<file path="src/rtl/plic_claim_sequencer.sv">
// Claim/complete engine that services PLIC targets on behalf of non-CPU agents over one
// shared register-bus master port, arbitrating round-robin between targets.
module plic_claim_sequencer #(
    parameter int unsigned N_TARGET  = 2,
    parameter int unsigned SRCW      = 5,
    parameter logic [31:0] CC_BASE   = 32'h0C20_0004,
    parameter logic [31:0] CC_STRIDE = 32'h0000_1000
) (
    input  logic                       clk_i,
    input  logic                       rst_i,
    input  logic [N_TARGET-1:0]        eip_i,
    output logic                       reg_valid_o,
    output logic                       reg_write_o,
    output logic [31:0]                reg_addr_o,
    output logic [31:0]                reg_wdata_o,
    output logic [3:0]                 reg_wstrb_o,
    input  logic [31:0]                reg_rdata_i,
    input  logic                       reg_ready_i,
    input  logic                       reg_error_i,
    output logic [N_TARGET-1:0]        irq_valid_o,
    output logic [N_TARGET*SRCW-1:0]   irq_id_o,
    input  logic [N_TARGET-1:0]        irq_ready_i,
    input  logic [N_TARGET-1:0]        done_valid_i,
    output logic [N_TARGET-1:0]        done_ready_o,
    output logic                       err_o,
    output logic [1:0]                 dbg_state_o
);
    localparam int unsigned TW = (N_TARGET > 1) ? $clog2(N_TARGET) : 1;

    typedef enum logic [1:0] {S_IDLE = 2'd0, S_CLAIM = 2'd1, S_COMPLETE = 2'd2} bus_state_e;
    typedef enum logic [1:0] {A_FREE = 2'd0, A_OFFER = 2'd1, A_BUSY = 2'd2} agent_state_e;

    bus_state_e      state_q;
    agent_state_e    agent_q [N_TARGET];
    logic [SRCW-1:0] id_q    [N_TARGET];
    logic [TW-1:0]   rr_q, sel_q;
    logic            reg_valid_q, reg_write_q, err_q;
    logic [31:0]     reg_addr_q, reg_wdata_q;
    logic [3:0]      reg_wstrb_q;

    logic [N_TARGET-1:0] claim_req, cpl_req;
    logic                use_cpl_d, grant_d;
    logic [TW-1:0]       win_d, rr_d;
    logic                unused_rdata_bits;

    // First requester at or after ptr, wrapping modulo N_TARGET.
    function automatic logic [TW-1:0] rr_pick(input logic [N_TARGET-1:0] req,
                                              input logic [TW-1:0] ptr);
        logic [TW-1:0] pick;
        logic [TW-1:0] cand;
        int unsigned   idx;
        pick = '0;
        for (int unsigned i = 0; i < N_TARGET; i++) begin
            idx  = (N_TARGET - 1 - i + 32'(ptr)) % N_TARGET;
            cand = TW'(idx);
            if (req[cand]) pick = cand;
        end
        return pick;
    endfunction

    always_comb begin
        claim_req = '0;
        cpl_req   = '0;
        for (int t = 0; t < N_TARGET; t++) begin
            claim_req[t] = eip_i[t] && (agent_q[t] == A_FREE);
            cpl_req[t]   = done_valid_i[t] && (agent_q[t] == A_BUSY);
        end
        use_cpl_d = |cpl_req;
        grant_d   = use_cpl_d || (|claim_req);
        win_d     = rr_pick(use_cpl_d ? cpl_req : claim_req, rr_q);
        rr_d      = (win_d == TW'(N_TARGET - 1)) ? '0 : win_d + 1'b1;
    end

    always_ff @(posedge clk_i) begin
        if (rst_i) begin
            state_q     <= S_IDLE;
            rr_q        <= '0;
            sel_q       <= '0;
            reg_valid_q <= 1'b0;
            reg_write_q <= 1'b0;
            reg_addr_q  <= '0;
            reg_wdata_q <= '0;
            reg_wstrb_q <= '0;
            err_q       <= 1'b0;
            for (int t = 0; t < N_TARGET; t++) begin
                agent_q[t] <= A_FREE;
                id_q[t]    <= '0;
            end
        end else begin
            for (int t = 0; t < N_TARGET; t++) begin
                if (agent_q[t] == A_OFFER && irq_ready_i[t]) agent_q[t] <= A_BUSY;
            end
            case (state_q)
                S_IDLE: begin
                    if (grant_d) begin
                        state_q     <= use_cpl_d ? S_COMPLETE : S_CLAIM;
                        sel_q       <= win_d;
                        rr_q        <= rr_d;
                        reg_valid_q <= 1'b1;
                        reg_write_q <= use_cpl_d;
                        reg_addr_q  <= CC_BASE + CC_STRIDE * 32'(win_d);
                        reg_wdata_q <= use_cpl_d ? 32'(id_q[win_d]) : 32'h0;
                        reg_wstrb_q <= use_cpl_d ? 4'hF : 4'h0;
                    end
                end
                S_CLAIM, S_COMPLETE: begin
                    if (reg_ready_i) begin
                        state_q     <= S_IDLE;
                        reg_valid_q <= 1'b0;
                        reg_write_q <= 1'b0;
                        reg_addr_q  <= '0;
                        reg_wdata_q <= '0;
                        reg_wstrb_q <= '0;
                        if (reg_error_i) err_q <= 1'b1;
                        if (state_q == S_COMPLETE) begin
                            agent_q[sel_q] <= A_FREE;
                        end else if (!reg_error_i && reg_rdata_i[SRCW-1:0] != '0) begin
                            // ID 0 means nothing was pending; the agent stays FREE and may retry.
                            agent_q[sel_q] <= A_OFFER;
                            id_q[sel_q]    <= reg_rdata_i[SRCW-1:0];
                        end
                    end
                end
                default: state_q <= S_IDLE;
            endcase
        end
    end

    always_comb begin
        irq_valid_o  = '0;
        irq_id_o     = '0;
        done_ready_o = '0;
        for (int t = 0; t < N_TARGET; t++) begin
            irq_valid_o[t]             = (agent_q[t] == A_OFFER);
            irq_id_o[t*SRCW +: SRCW]   = id_q[t];
            done_ready_o[t]            = (state_q == S_COMPLETE) && reg_ready_i && (sel_q == TW'(t));
        end
    end

    assign reg_valid_o       = reg_valid_q;
    assign reg_write_o       = reg_write_q;
    assign reg_addr_o        = reg_addr_q;
    assign reg_wdata_o       = reg_wdata_q;
    assign reg_wstrb_o       = reg_wstrb_q;
    assign err_o             = err_q;
    assign dbg_state_o       = state_q;
    assign unused_rdata_bits = ^reg_rdata_i[31:SRCW];
endmodule

</file>
<file path="config.mk">
export PLATFORM = sky130hd
export DESIGN_NAME = plic_claim_sequencer
export DESIGN_NICKNAME = d
export VERILOG_FILES = /design/src/rtl/plic_claim_sequencer.sv
export SDC_FILE = /design/constraint.sdc
export NUM_CORES = 1
export LEC_CHECK = 0
export CAP_MARGIN = 25
export CORE_MARGIN = 8
export CORE_UTILIZATION = 35
export CTS_BUF_LIST = sky130_fd_sc_hd__clkbuf_8
export CTS_CLUSTER_SIZE = 28
export DETAILED_ROUTE_END_ITERATION = 10
export PLACE_DENSITY = 0.8
export SYNTH_ARGS = -nofsm -noshare
export SYNTH_HDL_FRONTEND = slang
export SYNTH_SLANG_ARGS = --single-unit
</file>
<file path="constraint.sdc">
create_clock -name clk_i -period 2.3 [get_ports clk_i]
set_input_delay 0.46 -clock clk_i [delete_from_list [all_inputs] [get_ports clk_i]]
set_output_delay 0.46 -clock clk_i [all_outputs]
set_load 0.005 [all_outputs]
</file>
==> run summary, run 1 <==
Status - finished clean
Worst path most repeated cell - clkdlybuf4s50_1
# placed instances - 312
Most area-hungry cell type in the Yosys netlist - buf_4
Startpoint class of the critical path - primary input
Final Hold Vio Count - 0
PwrDens - 530.7 nW/um2
Non-Filler Instances - 316
Final antenna diode count - 0
Cells after synthesis - 201
Internal power - 837.3 uW
Initial Util - 0.3640
WP buf/inv - 2
Drt wl/cell - 13.46 um
Main synth FF type - dfxtp_1
Top cells by area, synth - buf_4 (25%), edfxtp_1 (19%), dfxtp_1 (16%), and2_1 (3.7%), a21oi_1 (2.7%)
Seq/Total Area, Yosys - 0.3553
CTS Root Cell - clkbuf_8
Vias/cell - 4.364
Hold Slack - 0.4812 ns
Chip Width - 88.89 um
Psw - 346.0 uW
Final Skew - 0.01375 ns
Top-area cell type share of the netlist area - 0.2503
Detailed Place HPWL - 3582 um
Placeable Area - 5107 um2
Fin Setup TNS - 0 ns
First-pass GRT wire length - 6168 um
Number of antenna-violating nets in the routed design - 0
Ys async rst share - 0
Mapped cell area - 1859 um2
Crit end category - output pin
Initial antenna violation count - 0
Vias in the first global route - 1334
DR iter-0 viols - 45
Row count - 26
Worst vdd ir - 0.2393 mV
Cell with the most instances after synthesis - buf_4
Post-cts resize count - 0
Worst stage delay on the critical path - 0.56 ns
Final Slew Violations - 0
Comb pwr share - 0.300
Top Family by Delay on Critical Path - buffers and inverters
Max-cap viol count - 0
Sw Share - 0.2924
Critical Path RT - 1.84 ns
Share of cells above drive strength 1 - 0.1057
Global Route Usage Sum - 0.09946
Number of fill cells in the layout - 511
Critical Path Fanout Max - 5
#FFs+latches synth - 27
Final setup fails - 0
Via count - 1379
Clk pin slew, worst setup/hold paths - 0.10 ns
CTS tree - built
Reg power frac - 0.479
Largest net degree at the start of global routing - 15
Commonest cells post-synth - buf_4 (62), dfxtp_1 (15), edfxtp_1 (12), and2_1 (11)
Ys Warns - 0
Worst-Skew Late Latency - 0.27 ns
Die height - 88.89 um
Pre-antenna DRT Iters - 4
Synthesized area per cell - 9.250 um2
Routed Wire Length - 4253 um
Postcts setup bufs - 0
Clock Tree Buf Depth - 2
Clock network fraction of design power - 0.221
Total CTS buffers - 3
Area of the die - 7901 um2
CP Class - in2out
Post-synth EDFFs - 12
Routability congestion estimate - 0.8687
Post-CTS Hold Fix Bufs - 0
Unrepaired setup endpoints after global routing - false
H-tree levels - 1
Tcrit/Tclk final - 0.9417
Worst EP arrival - 1.71 ns
Leak - 0.0009095 uW
DRC - 0
CP max-delay cell - clkdlybuf4s50_1
Crit path time final - 2.166 ns
Critical Path, Cell by Cell - clkdlybuf4s50_1 -> and3_1 -> clkdlybuf4s50_1
NumNets Final - 291
Remaining global-route overflow - 0
Synth cell types - 45
Num ports - 129
Worst min path class - reg2reg
I/O Buffers - 47
Achievable Freq - 461.7 MHz
Clk sinks - 27
Area grow syn2layout - 19.92%
layout by cell type, fill, tap and decap left out, types with 3 or more instances in the layout:
master / Yosys / routed
or3b_2: 3 / 3
and3_1: 4 / 4
clkbuf_8: 0 / 3
nand3_1: 4 / 4
buf_4: 62 / 8
or2_2: 3 / 3
edfxtp_1: 12 / 12
dfxtp_1: 15 / 15
clkdlybuf4s50_1: 0 / 47
and2_1: 11 / 11
nor2b_1: 3 / 3
o211ai_1: 6 / 6
conb_1: 1 / 54
o221ai_1: 5 / 5
nor2_1: 6 / 6
a21oi_1: 10 / 10
inv_1: 8 / 9
nand2_1: 10 / 10
final timing paths:
check / from / endpoint / slack, ns / depth (start not counted)
worst max-delay path: reg_ready_i / done_ready_o[1] / 0.13 / 3
worst min-delay path: reg_addr_o[12]$_SDFFE_PP0P_ / reg_addr_o[12]$_SDFFE_PP0P_ / 0.48 / 2
worst max register to register: dbg_state_o[0]$_SDFFE_PP0P_ / reg_wdata_o[1]$_SDFFE_PP0P_ / 0.28 / 6
worst min register to register: reg_addr_o[12]$_SDFFE_PP0P_ / reg_addr_o[12]$_SDFFE_PP0P_ / 0.48 / 2
cell type report:
| type | instances | area (um2) | area share |
|---|---|---|---|
| inverter | 8 | 30.03 | 0.01347 |
| timing repair buffer | 55 | 530.5 | 0.2379 |
| clock inverter | 1 | 3.754 | 0.001684 |
| multi-input combinational | 152 | 875.8 | 0.3928 |
| sequential | 27 | 660.6 | 0.2963 |
| clock buffer | 3 | 41.29 | 0.01852 |
| tap | 70 | 87.58 | 0.03928 |
power groups by stage:
| stage | Combinational, uW | Clock [uW] | Sequential, uW |
|---|---|---|---|
| floorplan | 273 | 0 | 573 |
| CTS | 353 | 264 | 568 |
| detailed placement | 352 | 0 | 579 |
| global placement | 346 | 0 | 576 |
| global route | 388 | 292 | 573 |
| finish | 355 | 261 | 567 |
stage by stage:
stage | setup WS, ns | cell area [um2] | utilization | power, uW
floorplan | 0.5075 | 2058 | - | 846.3
detailed placement | 0.1130 | 2185 | 0.4277 | 931.0
global route | 0.09326 | 2230 | 0.4366 | 1253
global placement | 0.1355 | 2185 | 0.4277 | 921.8
CTS | 0.1319 | 2230 | 0.4366 | 1185
finish | 0.1341 | 2230 | 0.4366 | 1183
per-layer routing:
metal,GRT usage,up-vias,wire length [um]
li1,-,673,-
met1,0.1021,644,1602
met2,0.1786,56,2219
met3,0.02414,6,350
met4,0.05837,0,79
met5,0,-,0
kinds of logic after synthesis:
group / count (synthesis) / synth area share
buffers and inverters: 75 / 0.2806
AO/OA/AOI/OAI: 36 / 0.1454
other: 1 / 0.002017
flip-flops: 27 / 0.3553
adder cells (fa/ha/maj): 2 / 0.01346
AND/OR/NAND/NOR: 60 / 0.2032
registers in the layout, summed over array words and instances (netlist names):
register and count:
agent_q 4, dbg_state_o 2, err_o 1, id_q 10, reg_addr_o 2, reg_wdata_o 5
reg_wstrb_o 1, rr_q 1, sel_q 1
worst reg2reg max path: stages, from the launching register on:
cell      delay (ns)
dfxtp_1         0.35
inv_1           0.08
ha_1            0.40
or3b_2          0.51
a21oi_2         0.33
nand2_1         0.12
o221ai_1        0.15
Power figures use the tool's default switching activity.
==> inputs of run 2 (changes only) <==
--- a/config.mk
+++ b/config.mk
@@ -15,3 +15,4 @@
 export SYNTH_ARGS = -nofsm -noshare
 export SYNTH_HDL_FRONTEND = slang
 export SYNTH_SLANG_ARGS = --single-unit
+export TNS_END_PERCENT = 50
==> results of run 2 <==
No change in the layout: final DEF, timing and power equal those of run 1.
==> inputs of run 3 (changes only) <==
--- a/config.mk
+++ b/config.mk
@@ -8,10 +8,10 @@
 export CAP_MARGIN = 25
 export CORE_MARGIN = 8
 export CORE_UTILIZATION = 35
-export CTS_BUF_LIST = sky130_fd_sc_hd__clkbuf_8
+export CTS_BUF_LIST = sky130_fd_sc_hd__clkbuf_4
 export CTS_CLUSTER_SIZE = 28
 export DETAILED_ROUTE_END_ITERATION = 10
-export PLACE_DENSITY = 0.8
+export PLACE_DENSITY = 0.86
 export SYNTH_ARGS = -nofsm -noshare
 export SYNTH_HDL_FRONTEND = slang
 export SYNTH_SLANG_ARGS = --single-unit
==> run summary, run 3 (synthesis results as in run 1) <==
CTS Root Cell - clkbuf_4
Worst min path class - reg2reg
H-tree levels - 1
Initial Util - 0.3640
Most common cell after layout, fill and taps aside - conb_1
Remaining global-route overflow - 0
Metal2 WL - 2319 um
Global Route Usage Sum - 0.1000
Worst vdd ir - 0.2225 mV
Worst r2r src - dbg_state_o[0]$_SDFFE_PP0P_
Critical Path Fanout Max - 4
Area of the die - 7901 um2
Layout Utilization - 0.4356
Clock Tree Buf Depth - 2
Hold Path Depth - 2
Clk sinks - 27
PwrDens - 511.0 nW/um2
CP Class - reg2out
Drt wl/cell - 13.15 um
Via count - 1394
Reg with most FFs - id_q
Die height - 88.89 um
Max-cap viol count - 0
Worst hold endpoint - reg_addr_o[12]$_SDFFE_PP0P_
Min-delay src - reg_addr_o[12]$_SDFFE_PP0P_
Routed wl met3 - 312 um
RR Endpoint - reg_wdata_o[1]$_SDFFE_PP0P_
Final Hold Vio Count - 0
Vias/cell - 4.397
Routability congestion estimate - 0.8105
Num ports - 129
Met1 Wirelength - 1459 um
Worst-Skew Late Latency - 0.33 ns
Clk pin slew, worst setup/hold paths - 0.14 ns
Top Layer Used - met4
DRC - 0
Worst EP arrival - 1.65 ns
Achievable Freq - 472.9 MHz
Leak - 0.0009045 uW
Largest net degree at the start of global routing - 15
Startpoint class of the critical path - flop
Crit path time final - 2.114 ns
CTS tree - built
Vias in the first global route - 1393
First-pass GRT wire length - 6285 um
Final Slew Violations - 0
Row count - 26
Crit end category - output pin
Number of antenna-violating nets in the routed design - 0
Chip Width - 88.89 um
NumNets Final - 292
Final Skew - 0.01280 ns
Tcrit/Tclk final - 0.9193
Detailed Place HPWL - 3626 um
Share of cells above drive strength 1 - 0.1174
Fin Setup TNS - 0 ns
Final Total Pwr - 1137 uW
Most frequent cells in the layout - conb_1 (54), clkdlybuf4s50_1 (47), dfxtp_1 (15), edfxtp_1 (12), and2_1 (11)
I/O Buffers - 47
Total CTS buffers - 3
Final setup fails - 0
Status - finished clean
Initial antenna violation count - 0
R2r worst-path depth - 6
Final antenna diode count - 0
Register-to-Register Setup Slack - 0.30 ns
Routed Wire Length - 4169 um
Placeable Area - 5107 um2
Area grow syn2layout - 19.65%
Unrepaired setup endpoints after global routing - false
Pre-antenna DRT Iters - 4
Critical Path RT - 1.84 ns
Max FFs per register - 10
DR iter-0 viols - 97
==> run 3: final cells by class <==
class                   count  area, um2
clock buffers               4      30.03
fillers                   508       2883
repair buffers             56      538.0
well taps                  70      87.58
inverters                   8      30.03
multi-input cells         152      878.3
flip-flops and latches     27      660.6
==> run 3: worst max path at each step <==
stage,startpoint,to,slack [ns],depth (start not counted)
6_report,dbg_state_o[0]$_SDFFE_PP0P_,done_ready_o[1],0.19,4
5_1_grt,dbg_state_o[0]$_SDFFE_PP0P_,done_ready_o[0],0.04,5
4_1_cts,dbg_state_o[0]$_SDFFE_PP0P_,done_ready_o[1],0.12,4
3_5_place_dp,rst_i,reg_wdata_o[1]$_SDFFE_PP0P_,0.09,5
3_3_place_gp,rst_i,reg_wdata_o[3]$_SDFFE_PP0P_,0.12,5
2_1_floorplan,dbg_state_o[0]$_SDFFE_PP0P_,id_q[1][0]$_SDFFCE_PN0P_,0.51,6
==> run 3: worst max-delay path, stage by stage, from the launching register on <==
cell             delay (ns)
dfxtp_1                0.33
inv_1                  0.10
ha_2                   0.23
and3_1                 0.15
clkdlybuf4s50_1        0.50
==> run 3: timing repair <==
action	in CTS	in global routing
hold buffers	0	0
hold endpoints to repair	0	0
resized for setup	0	1
endpoints found under the setup margin	0	1
buffers inserted	0	0
==> run 3: power by group <==
part	leakage, uW	internal, uW	total (uW)	switching [uW]
Sequential	0.000247	534	566	32.4
Combinational	0.000639	186	355	169
Clock	0.0000184	79.9	215	135
Total	0.000904	800	1140	337
==> run 3: layer usage <==
layer,GRT usage,vias to the layer above
li1,-,679
met1,0.09768,660
met2,0.1887,48
met3,0.02693,7
met4,0.04762,0
met5,0,-
==> run 3: metrics by stage <==
step,hold WS (ns),setup WS (ns),area (um2),instances
after CTS,0.5028,0.1158,2222,317
final,0.4980,0.1855,2225,317
after floorplan,0.4604,0.5075,2058,254
after global placement,0.4566,0.1241,2192,313
after global routing,0.5568,0.04184,2225,317
after detailed placement,0.4764,0.08798,2192,313
